<file path="src/rtl/cmac_pkg.sv">
// Shared types and helpers for the CMAC result drain: FP16 field widths,
// drain FSM states and {real,imag} half extraction / NaN detection.
package cmac_pkg;
    localparam int DATA_WIDTH = 16;
    localparam int EXP_W      = 5;
    localparam int MAN_W      = 10;

    typedef enum logic [1:0] {
        IDLE = 2'd0,
        REAL = 2'd1,
        IMAG = 2'd2
    } drain_state_e;

    function automatic logic [DATA_WIDTH-1:0] re_of(input logic [2*DATA_WIDTH-1:0] w);
        return w[2*DATA_WIDTH-1 -: DATA_WIDTH];
    endfunction

    function automatic logic [DATA_WIDTH-1:0] im_of(input logic [2*DATA_WIDTH-1:0] w);
        return w[DATA_WIDTH-1:0];
    endfunction

    // Exponent all ones with a non-zero mantissa; infinities are not NaN.
    function automatic logic is_nan(input logic [DATA_WIDTH-1:0] x);
        return (x[DATA_WIDTH-2 -: EXP_W] == {EXP_W{1'b1}}) && (x[MAN_W-1:0] != '0);
    endfunction
endpackage

</file>
<file path="src/rtl/cmac_drain_fifo.sv">
// Small result FIFO for the CMAC drain. Exposes the head entry and the entry
// behind it so the drain can load its output register in the same cycle as a pop.
module cmac_drain_fifo
    import cmac_pkg::*;
#(
    parameter int WIDTH = 2*DATA_WIDTH,
    parameter int DEPTH = 4
) (
    input  logic                     clk,
    input  logic                     rst_n,
    input  logic                     push,
    input  logic [WIDTH-1:0]         push_data,
    input  logic                     pop,
    output logic [WIDTH-1:0]         head,
    output logic [WIDTH-1:0]         second,
    output logic [$clog2(DEPTH):0]   count
);
    localparam int AW = $clog2(DEPTH);

    logic [WIDTH-1:0] mem [DEPTH];
    logic [AW-1:0]    wr_ptr_reg;
    logic [AW-1:0]    rd_ptr_reg;
    logic [AW-1:0]    rd_ptr_plus1;
    logic [AW:0]      count_reg;

    always_ff @(posedge clk) begin
        if (push) begin
            mem[wr_ptr_reg] <= push_data;
        end
    end

    // Pointers wrap naturally because DEPTH is a power of two.
    always_ff @(posedge clk or negedge rst_n) begin
        if (!rst_n) begin
            wr_ptr_reg <= '0;
            rd_ptr_reg <= '0;
            count_reg  <= '0;
        end else begin
            if (push) begin
                wr_ptr_reg <= wr_ptr_reg + AW'(1);
            end
            if (pop) begin
                rd_ptr_reg <= rd_ptr_reg + AW'(1);
            end
            case ({push, pop})
                2'b10:   count_reg <= count_reg + (AW+1)'(1);
                2'b01:   count_reg <= count_reg - (AW+1)'(1);
                default: count_reg <= count_reg;
            endcase
        end
    end

    assign rd_ptr_plus1 = rd_ptr_reg + AW'(1);
    assign head         = mem[rd_ptr_reg];
    assign second       = mem[rd_ptr_plus1];
    assign count        = count_reg;
endmodule

</file>
<file path="src/rtl/cmac_fp_drain.sv">
// CMAC result drain: captures issued results one cycle after issue, buffers them and
// serialises each {real,imag} word as two beats. Optional out_nan via CMAC_DRAIN_NAN_FLAG_EN.
module cmac_fp_drain #(
    parameter int DATA_WIDTH = 16,
    parameter int DEPTH      = 4
) (
    input  logic                    clk,
    input  logic                    rst_n,
    input  logic                    issue_vld,
    input  logic                    issue_sel,
    output logic                    issue_rdy,
    input  logic [2*DATA_WIDTH-1:0] mul_in,
    input  logic [2*DATA_WIDTH-1:0] add_in,
    output logic                    out_vld,
    input  logic                    out_rdy,
    output logic [DATA_WIDTH-1:0]   out_data,
    output logic                    out_imag,
    output logic                    ovf_err
`ifdef CMAC_DRAIN_NAN_FLAG_EN
    ,
    output logic                    out_nan
`endif
);
    import cmac_pkg::*;

    localparam int CW = $clog2(DEPTH) + 1;

    logic [CW-1:0]           fifo_count;
    logic [CW:0]             credit_used;
    logic [2*DATA_WIDTH-1:0] head;
    logic [2*DATA_WIDTH-1:0] second;
    logic [2*DATA_WIDTH-1:0] push_data;
    logic [2*DATA_WIDTH-1:0] next_word;
    logic                    push;
    logic                    pop;
    logic                    inflight_reg;
    logic                    sel_reg;
    logic                    ovf_err_reg;
    drain_state_e            state_reg;
    drain_state_e            state_next;
    logic [DATA_WIDTH-1:0]   out_data_reg;
    logic [DATA_WIDTH-1:0]   out_data_next;
    logic                    out_imag_reg;
    logic                    out_imag_next;

    // Issue tracking: an accepted issue produces a result on the following cycle.
    always_ff @(posedge clk or negedge rst_n) begin
        if (!rst_n) begin
            inflight_reg <= 1'b0;
            sel_reg      <= 1'b0;
            ovf_err_reg  <= 1'b0;
        end else begin
            inflight_reg <= issue_vld & issue_rdy;
            sel_reg      <= issue_sel;
            if (issue_vld && !issue_rdy) begin
                ovf_err_reg <= 1'b1;
            end
        end
    end

    assign credit_used = {1'b0, fifo_count} + {{CW{1'b0}}, inflight_reg};
    assign issue_rdy   = credit_used < (CW+1)'(DEPTH);
    assign ovf_err     = ovf_err_reg;

    assign push      = inflight_reg;
    assign push_data = sel_reg ? add_in : mul_in;
    assign pop       = (state_reg == IMAG) && out_rdy;

    cmac_drain_fifo #(
        .WIDTH (2*DATA_WIDTH),
        .DEPTH (DEPTH)
    ) u_fifo (
        .clk       (clk),
        .rst_n     (rst_n),
        .push      (push),
        .push_data (push_data),
        .pop       (pop),
        .head      (head),
        .second    (second),
        .count     (fifo_count)
    );

    always_ff @(posedge clk or negedge rst_n) begin
        if (!rst_n) begin
            state_reg    <= IDLE;
            out_data_reg <= '0;
            out_imag_reg <= 1'b0;
        end else begin
            state_reg    <= state_next;
            out_data_reg <= out_data_next;
            out_imag_reg <= out_imag_next;
        end
    end

    always_comb begin
        state_next = state_reg;
        case (state_reg)
            IDLE: if (fifo_count != '0) state_next = REAL;
            REAL: if (out_rdy) state_next = IMAG;
            IMAG: begin
                if (out_rdy) begin
                    // Entries left after the pop include a result being pushed right now.
                    state_next = ((fifo_count > CW'(1)) || inflight_reg) ? REAL : IDLE;
                end
            end
            default: state_next = IDLE;
        endcase
    end

    // After a pop the new head is either the queued second entry or the word being pushed.
    assign next_word = (fifo_count > CW'(1)) ? second : push_data;

    always_comb begin
        out_vld       = (state_reg != IDLE);
        out_data_next = out_data_reg;
        out_imag_next = out_imag_reg;
        case (state_next)
            REAL: begin
                out_data_next = re_of(pop ? next_word : head);
                out_imag_next = 1'b0;
            end
            IMAG: begin
                out_data_next = im_of(head);
                out_imag_next = 1'b1;
            end
            default: ;
        endcase
    end

    assign out_data = out_data_reg;
    assign out_imag = out_imag_reg;

`ifdef CMAC_DRAIN_NAN_FLAG_EN
    logic out_nan_reg;

    always_ff @(posedge clk or negedge rst_n) begin
        if (!rst_n) begin
            out_nan_reg <= 1'b0;
        end else begin
            out_nan_reg <= is_nan(out_data_next);
        end
    end

    assign out_nan = out_nan_reg;
`endif
endmodule

</file>
<file path="config.mk">
export PLATFORM = sky130hd
export DESIGN_NAME = cmac_fp_drain
export DESIGN_NICKNAME = d
export VERILOG_FILES = /design/src/rtl/cmac_pkg.sv /design/src/rtl/cmac_drain_fifo.sv /design/src/rtl/cmac_fp_drain.sv
export SDC_FILE = /design/constraint.sdc
export NUM_CORES = 1
export LEC_CHECK = 0
export CELL_PAD_IN_SITES_DETAIL_PLACEMENT = 0
export CELL_PAD_IN_SITES_GLOBAL_PLACEMENT = 1
export CORE_AREA = 2 2 153 117
export DETAILED_ROUTE_END_ITERATION = 12
export DIE_AREA = 0 0 155 119
export GPL_ROUTABILITY_DRIVEN = 0
export GPL_TIMING_DRIVEN = 0
export PLACE_DENSITY_LB_ADDON = 0.08
export SYNTH_ARGS = -nofsm -noshare
export SYNTH_HDL_FRONTEND = slang
export SYNTH_SLANG_ARGS = --single-unit
</file>
<file path="constraint.sdc">
create_clock -name clk -period 2.6 [get_ports clk]
set_input_delay 0.52 -clock clk [delete_from_list [all_inputs] [get_ports clk]]
set_output_delay 0.52 -clock clk [all_outputs]
set_load 0.01 [all_outputs]
</file>
==> impl_metrics.json, run 1 <==
{
  "cts_buffers": 17,
  "synth_ff_type": "edfxtp_1",
  "final_common_cell": "edfxtp_1",
  "grt_pass1_wl_um": 26500,
  "power_frac_comb_pct": 44.9,
  "grt_max_degree": 31,
  "io_buffers": 88,
  "dp_hpwl_um": 11400,
  "syn_area_mm2": 0.00718,
  "clock_path_buffers": 2,
  "worstHoldPathType": "primary input to asynchronous set/reset pin",
  "fmax_mhz": 392,
  "place_ws_ns": -0.476,
  "hold_buffers": 0,
  "internal_power_mw": 7.22,
  "leakage_nw": 3.34,
  "syn_area_per_cell_um2": 17.3,
  "track_usage_pct": 20.0,
  "cp.required_ns": 2.90,
  "layout_common_cells": "edfxtp_1, clkdlybuf4s50_1, mux4_2",
  "grt_pass1_vias": 4430,
  "irDropWorstVdd_v": 0.000554,
  "io_pins": 89,
  "nets": 615,
  "drcViolationCount": 0,
  "ys_seq_elements": 157,
  "synth_edf_count": 128,
  "final_cells": 769,
  "yosysSeqAreaShare_pct": 63.7,
  "hold_viol": 0,
  "fin_crit_ns": 2.55,
  "vias": 4287,
  "p_sw_share_pct": 34.5,
  "fin_crit_sh_pct": 98.0,
  "power_frac_seq_pct": 32.2,
  "setup_ws_ns": 0.0515,
  "die_y_um": 119,
  "ys_warn_count": 0,
  "cap_violations": 0,
  "p_switching_mw": 3.80,
  "rows": 42,
  "cp-start-kind": "register",
  "arrival_ns": 2.85,
  "fin_worst_skew_ns": 0.00841,
  "clk_latency_ns": 0.43,
  "clkSinkCount": 157,
  "drive_gt1_share_pct": 29.1,
  "timing.rr.end": "out_data[14]$_DFFE_PN0P_",
  "cts_tree": "built",
  "initial_utilization_pct": 41.8,
  "pwr-share-clk_pct": 23.0,
  "cp-end-kind": "register",
  "synth_cells": 415,
  "syn-num-nets": 494,
  "routed_wl_um": 17500,
  "routedWlPerCell_um": 22.8,
  "r2r_slack_ns": 0.05,
  "tightest_slew_ns": 0.808,
  "outcome": "complete, no violations",
  "cts.reportedPaths.clkPinSlew_ns": 0.07,
  "die_w_um": 155,
  "reg2reg_from": "u_fifo.count[1]$_DFFE_PN0P_",
  "ant_nets": 0,
  "core-area_mm2": 0.0172,
  "vias_per_cell": 5.57,
  "slew_headroom_pct": 46.1,
  "cts-root-buf": "clkbuf_16",
  "worstSetupPathType": "register to register",
  "antenna_found_initial": 0,
  "critPathMaxFanout": 6,
  "n_antenna_cell": 0,
  "power_density_mw_per_mm2": 1180,
  "syn_to_final_growth_pct": 30.2,
  "final_max_slew_viol_count": 0,
  "firstDrtPassIters": 4,
  "async_flop_share_pct": 18.5,
  "largest_register_ffs": 128,
  "grt_overflow": 0,
  "dpl.cell_count": 727,
  "ys_types": 36,
  "drt-initial-drc-count": 230,
  "dieArea_mm2": 0.0184,
  "setup_viol": 0,
  "cts_max_level": 4,
  "reg2regPathDepth": 12
}
==> critical path, cell delays in order (launching register included) <==
cell     delay, ns
dfrtp_1       0.39
inv_2         0.07
buf_4         0.14
buf_4         0.13
ha_1          0.16
nor3b_1       0.15
o32a_1        0.36
ha_4          0.30
nor2b_1       0.05
buf_4         0.16
buf_4         0.15
a22oi_1       0.25
o31ai_4       0.11
==> routing by layer <==
layer	routed length (µm)	GRT usage, %	vias up
met4	355	7.18	0
met5	0	0	-
met3	942	4.37	19
met2	8340	31.2	147
li1	-	-	1897
met1	7880	27.9	2224
==> final cells by class <==
class                   instances  area (µm²)
plain buffers                  28         248
flip-flops and latches        157        4570
multi-input cells             204        2470
inverters                      23        86.3
well taps                     220         275
fillers                      1407        7840
clock buffers                  17         425
clock inverters                15         174
repair buffers                105        1100
==> power by group through the flow <==
| stage | Clock (mW) | Sequential (mW) | Combinational [mW] |
|---|---|---|---|
| global placement | 0 | 3.59 | 4.08 |
| global route | 2.68 | 3.59 | 5.28 |
| floorplan | 0 | 3.58 | 2.71 |
| finish | 2.53 | 3.54 | 4.94 |
| detailed placement | 0 | 3.59 | 4.20 |
| CTS | 2.57 | 3.53 | 4.72 |
==> kinds of logic (layout without fill, tap and decap cells) <==
| family | count (synthesis) | after routing | share of synthesized area (%) |
|---|---|---|---|
| xor gates and xnor gates | 6 | 6 | 0.732 |
| buffers and inverters | 54 | 188 | 4.46 |
| muxes | 82 | 82 | 20.1 |
| and+or+nand+nor | 34 | 34 | 2.34 |
| AOI/OAI and AO/OA | 72 | 72 | 6.97 |
| adders and majority gates | 10 | 10 | 1.74 |
| DFF | 157 | 157 | 63.7 |
==> worst max path at each step <==
stage	from	endpoint	slack, ns	depth (start not counted)
after detailed placement	u_fifo.count[1]$_DFFE_PN0P_	out_data[12]$_DFFE_PN0P_	-0.48	16
after CTS	u_fifo.count[1]$_DFFE_PN0P_	out_data[6]$_DFFE_PN0P_	-0.01	13
after global placement	u_fifo.count[0]$_DFFE_PN0P_	out_data[12]$_DFFE_PN0P_	-0.45	15
final	u_fifo.count[1]$_DFFE_PN0P_	out_data[14]$_DFFE_PN0P_	0.05	12
after global routing	u_fifo.count[1]$_DFFE_PN0P_	out_data[14]$_DFFE_PN0P_	-0.01	12
after floorplan	u_fifo.count[1]$_DFFE_PN0P_	out_data[14]$_DFFE_PN0P_	-0.02	15
==> cells in the mapped netlist, types with 2 or more instances <==
library cell,count,share of area [%]
a22oi_1,16,1.7
buf_2,9,0.63
nor2_1,18,0.94
a21oi_1,16,1.1
edfxtp_1,128,54
buf_4,2,0.21
xor2_1,2,0.24
buf_6,11,1.7
xnor2_1,4,0.49
ha_1,10,1.7
mux2i_1,17,2.4
clkbuf_1,6,0.31
mux2_2,7,1.1
o21ai_0,2,0.14
inv_1,22,1.2
mux4_2,48,15
or2_1,2,0.17
nand2_1,3,0.16
dfrtp_1,29,10
mux2_1,10,1.6
and2_1,6,0.52
o31ai_1,32,3.3
buf_1,2,0.10
==> through the flow <==
step                      utilization, %  cell area, µm²  TNS, ns  hold slack (ns)  total power, mW
final                               54.4            9350        0            0.175             11.0
after CTS                           53.8            9240  -0.0442            0.201             10.8
after floorplan                        -            7200   -0.233            0.224             6.29
after detailed placement            49.2            8460    -5.83            0.465             7.79
after global routing                54.4            9350  -0.0390            0.210             11.5
after global placement              48.6            8360    -5.38            0.459             7.67
==> repair_timing <==
item | 4_1_cts | 5_1_grt
buffers inserted | 8 | 4
cloned | 1 | 0
endpoints found under the setup margin | 18 | 17
pin swaps | 2 | 4
resized for setup | 26 | 15
Power figures use the tool's default switching activity.
==> inputs of run 2 (changes only) <==
- TNS_END_PERCENT: default -> 20
==> run 2 against run 1 <==
  * Clock-buffer cell count stayed put
  * Register-to-register slack better by 0.02 ns
  * Critical path type unchanged
  * Critical endpoint unchanged
  * Sequential cell count stayed put
  * First-iteration DRC count is 11% lower
  * Routed wire length is 0.36% lower
  * Non-clock buffer count stayed put
  * Worst hold slack worse by 0.013 ns
==> impl_metrics.json, run 2 (synthesized netlist as in run 1, its figures left out) <==
{
  "dr_wl_met2_um": 8310,
  "grt_max_degree": 31,
  "layout_common_cells": "edfxtp_1, clkdlybuf4s50_1, mux4_2",
  "cp.required_ns": 2.90,
  "cp-end-kind": "register",
  "nets": 615,
  "worstHoldPathType": "primary input to asynchronous set/reset pin",
  "cap_violations": 0,
  "die_y_um": 119,
  "max_stage_delay_ns": 0.38,
  "grt_overflow": 0,
  "finalPower_mw": 10.9,
  "critPathMaxFanout": 6,
  "cts_tree": "built",
  "cp_cell_sequence": "inv_2 -> buf_4 -> buf_4 -> ha_1 -> nor3b_1 -> o32a_1 -> ha_4 -> nor2b_1 -> buf_4 -> buf_4 -> a22oi_1 -> o31ai_4",
  "drt-initial-drc-count": 205,
  "slew_headroom_pct": 46.1,
  "cp-start-kind": "register",
  "rows": 42,
  "dpl.cell_count": 727,
  "largest_register_ffs": 128,
  "drive_gt1_share_pct": 29.0,
  "path_delay_family": "compound AO/OA/AOI/OAI gates",
  "crit_slowest_cell": "dfrtp_1",
  "wl_met3_um": 761,
  "multiInputGateArea_mm2": 0.00246,
  "io_pins": 89,
  "hold_buffers": 0,
  "regArea_mm2": 0.00457,
  "grt_pass1_wl_um": 26500,
  "syn_to_final_growth_pct": 30.0,
  "drcViolationCount": 0,
  "fmax_mhz": 395,
  "track_usage_pct": 20.0,
  "initial_utilization_pct": 41.8,
  "highest_layer": "met4",
  "power_density_mw_per_mm2": 1170,
  "nFillCells": 1408,
  "dieArea_mm2": 0.0184,
  "routed_wl_um": 17500,
  "ant_nets": 0,
  "vias_per_cell": 5.55,
  "cts-root-buf": "clkbuf_16",
  "cts.reportedPaths.clkPinSlew_ns": 0.07,
  "r2r_slack_ns": 0.07,
  "arrival_ns": 2.84,
  "path_common_cell": "buf_4",
  "hold_viol": 0,
  "cts_max_level": 4,
  "irDropWorstVdd_v": 0.000537,
  "final_common_cell": "edfxtp_1",
  "io_buffers": 88,
  "tns_ns": 0,
  "fin_worst_skew_ns": 0.00772,
  "outcome": "complete, no violations",
  "clock_path_buffers": 2,
  "final_max_slew_viol_count": 0,
  "leakage_nw": 3.33,
  "n_antenna_cell": 0,
  "die_w_um": 155,
  "grt_pass1_vias": 4430,
  "setup_viol": 0,
  "final_cells": 769,
  "cts_buffers": 17,
  "firstDrtPassIters": 4,
  "dp_hpwl_um": 11400,
  "antenna_found_initial": 0,
  "cp_num_buf_inv": 5,
  "wl_met1_um": 8030,
  "rsz0062_at_grt": "yes",
  "routedWlPerCell_um": 22.7,
  "core-area_mm2": 0.0172,
  "clkSinkCount": 157,
  "timing.hold.ws_ns": 0.163,
  "fin_crit_ns": 2.53,
  "tightest_slew_ns": 0.808,
  "worstSetupPathType": "register to register",
  "final_core_util_pct": 54.3,
  "clk_latency_ns": 0.43,
  "vias": 4268,
  "fin_crit_sh_pct": 97.4
}
## run 2: per-stage QoR
| step | area, µm² | setup slack [ns] |
|---|---|---|
| 2_1_floorplan | 7200 | -0.0233 |
| 3_3_place_gp | 8360 | -0.447 |
| 3_5_place_dp | 8460 | -0.476 |
| 4_1_cts | 9240 | -0.0130 |
| 5_1_grt | 9330 | -0.00512 |
| 6_report | 9330 | 0.0679 |
## run 2: routing by layer
layer,up-vias,global-route usage (%)
li1,1902,-
met1,2226,27.9
met2,121,31.2
met3,19,4.37
met4,0,7.18
met5,-,0
## run 2: where the power goes
part | internal (mW) | leakage, nW | switching (mW)
clock network | 1.45 | 0.289 | 1.08
logic | 2.41 | 1.53 | 2.47
registers | 3.30 | 1.51 | 0.238
total | 7.15 | 3.33 | 3.79
## run 2: worst paths after layout
check / startpoint / end / cells past startpoint
setup / recovery: u_fifo.count[1]$_DFFE_PN0P_ / out_data[14]$_DFFE_PN0P_ / 12
hold / removal: rst_n / out_imag$_DFFE_PN0P_ / 1
setup reg to reg: u_fifo.count[1]$_DFFE_PN0P_ / out_data[14]$_DFFE_PN0P_ / 12
hold reg to reg: ovf_err$_DFFE_PN0P_ / ovf_err$_DFFE_PN0P_ / 1
max in group asynchronous: rst_n / u_fifo.count[0]$_DFFE_PN0P_ / 1
min in group clk: ovf_err$_DFFE_PN0P_ / ovf_err$_DFFE_PN0P_ / 1
## run 2: cell type report
class,instances,share of cell area (%)
repair buffers,104,11.6
inverters,23,0.925
flip-flops and latches,157,49.0
well taps,220,2.95
clock buffers,17,4.56
clock inverters,15,1.86
multi-input cells,204,26.4
plain buffers,29,2.78
## run 2: repair_timing
item / in CTS / in global routing
pin swaps: 2 / 3
gates resized for setup: 26 / 13
buffers inserted: 8 / 3
gates cloned: 1 / 0
setup endpoints to repair: 18 / 17
## run 2: worst register-to-register path, stage by stage, from the launching register on
cell and delay (ns):
dfrtp_1 0.38, inv_2 0.07, buf_4 0.14, buf_4 0.13
ha_1 0.17, nor3b_1 0.15, o32a_1 0.36, ha_4 0.30
nor2b_1 0.05, buf_4 0.16, buf_4 0.15, a22oi_1 0.25
o31ai_4 0.11
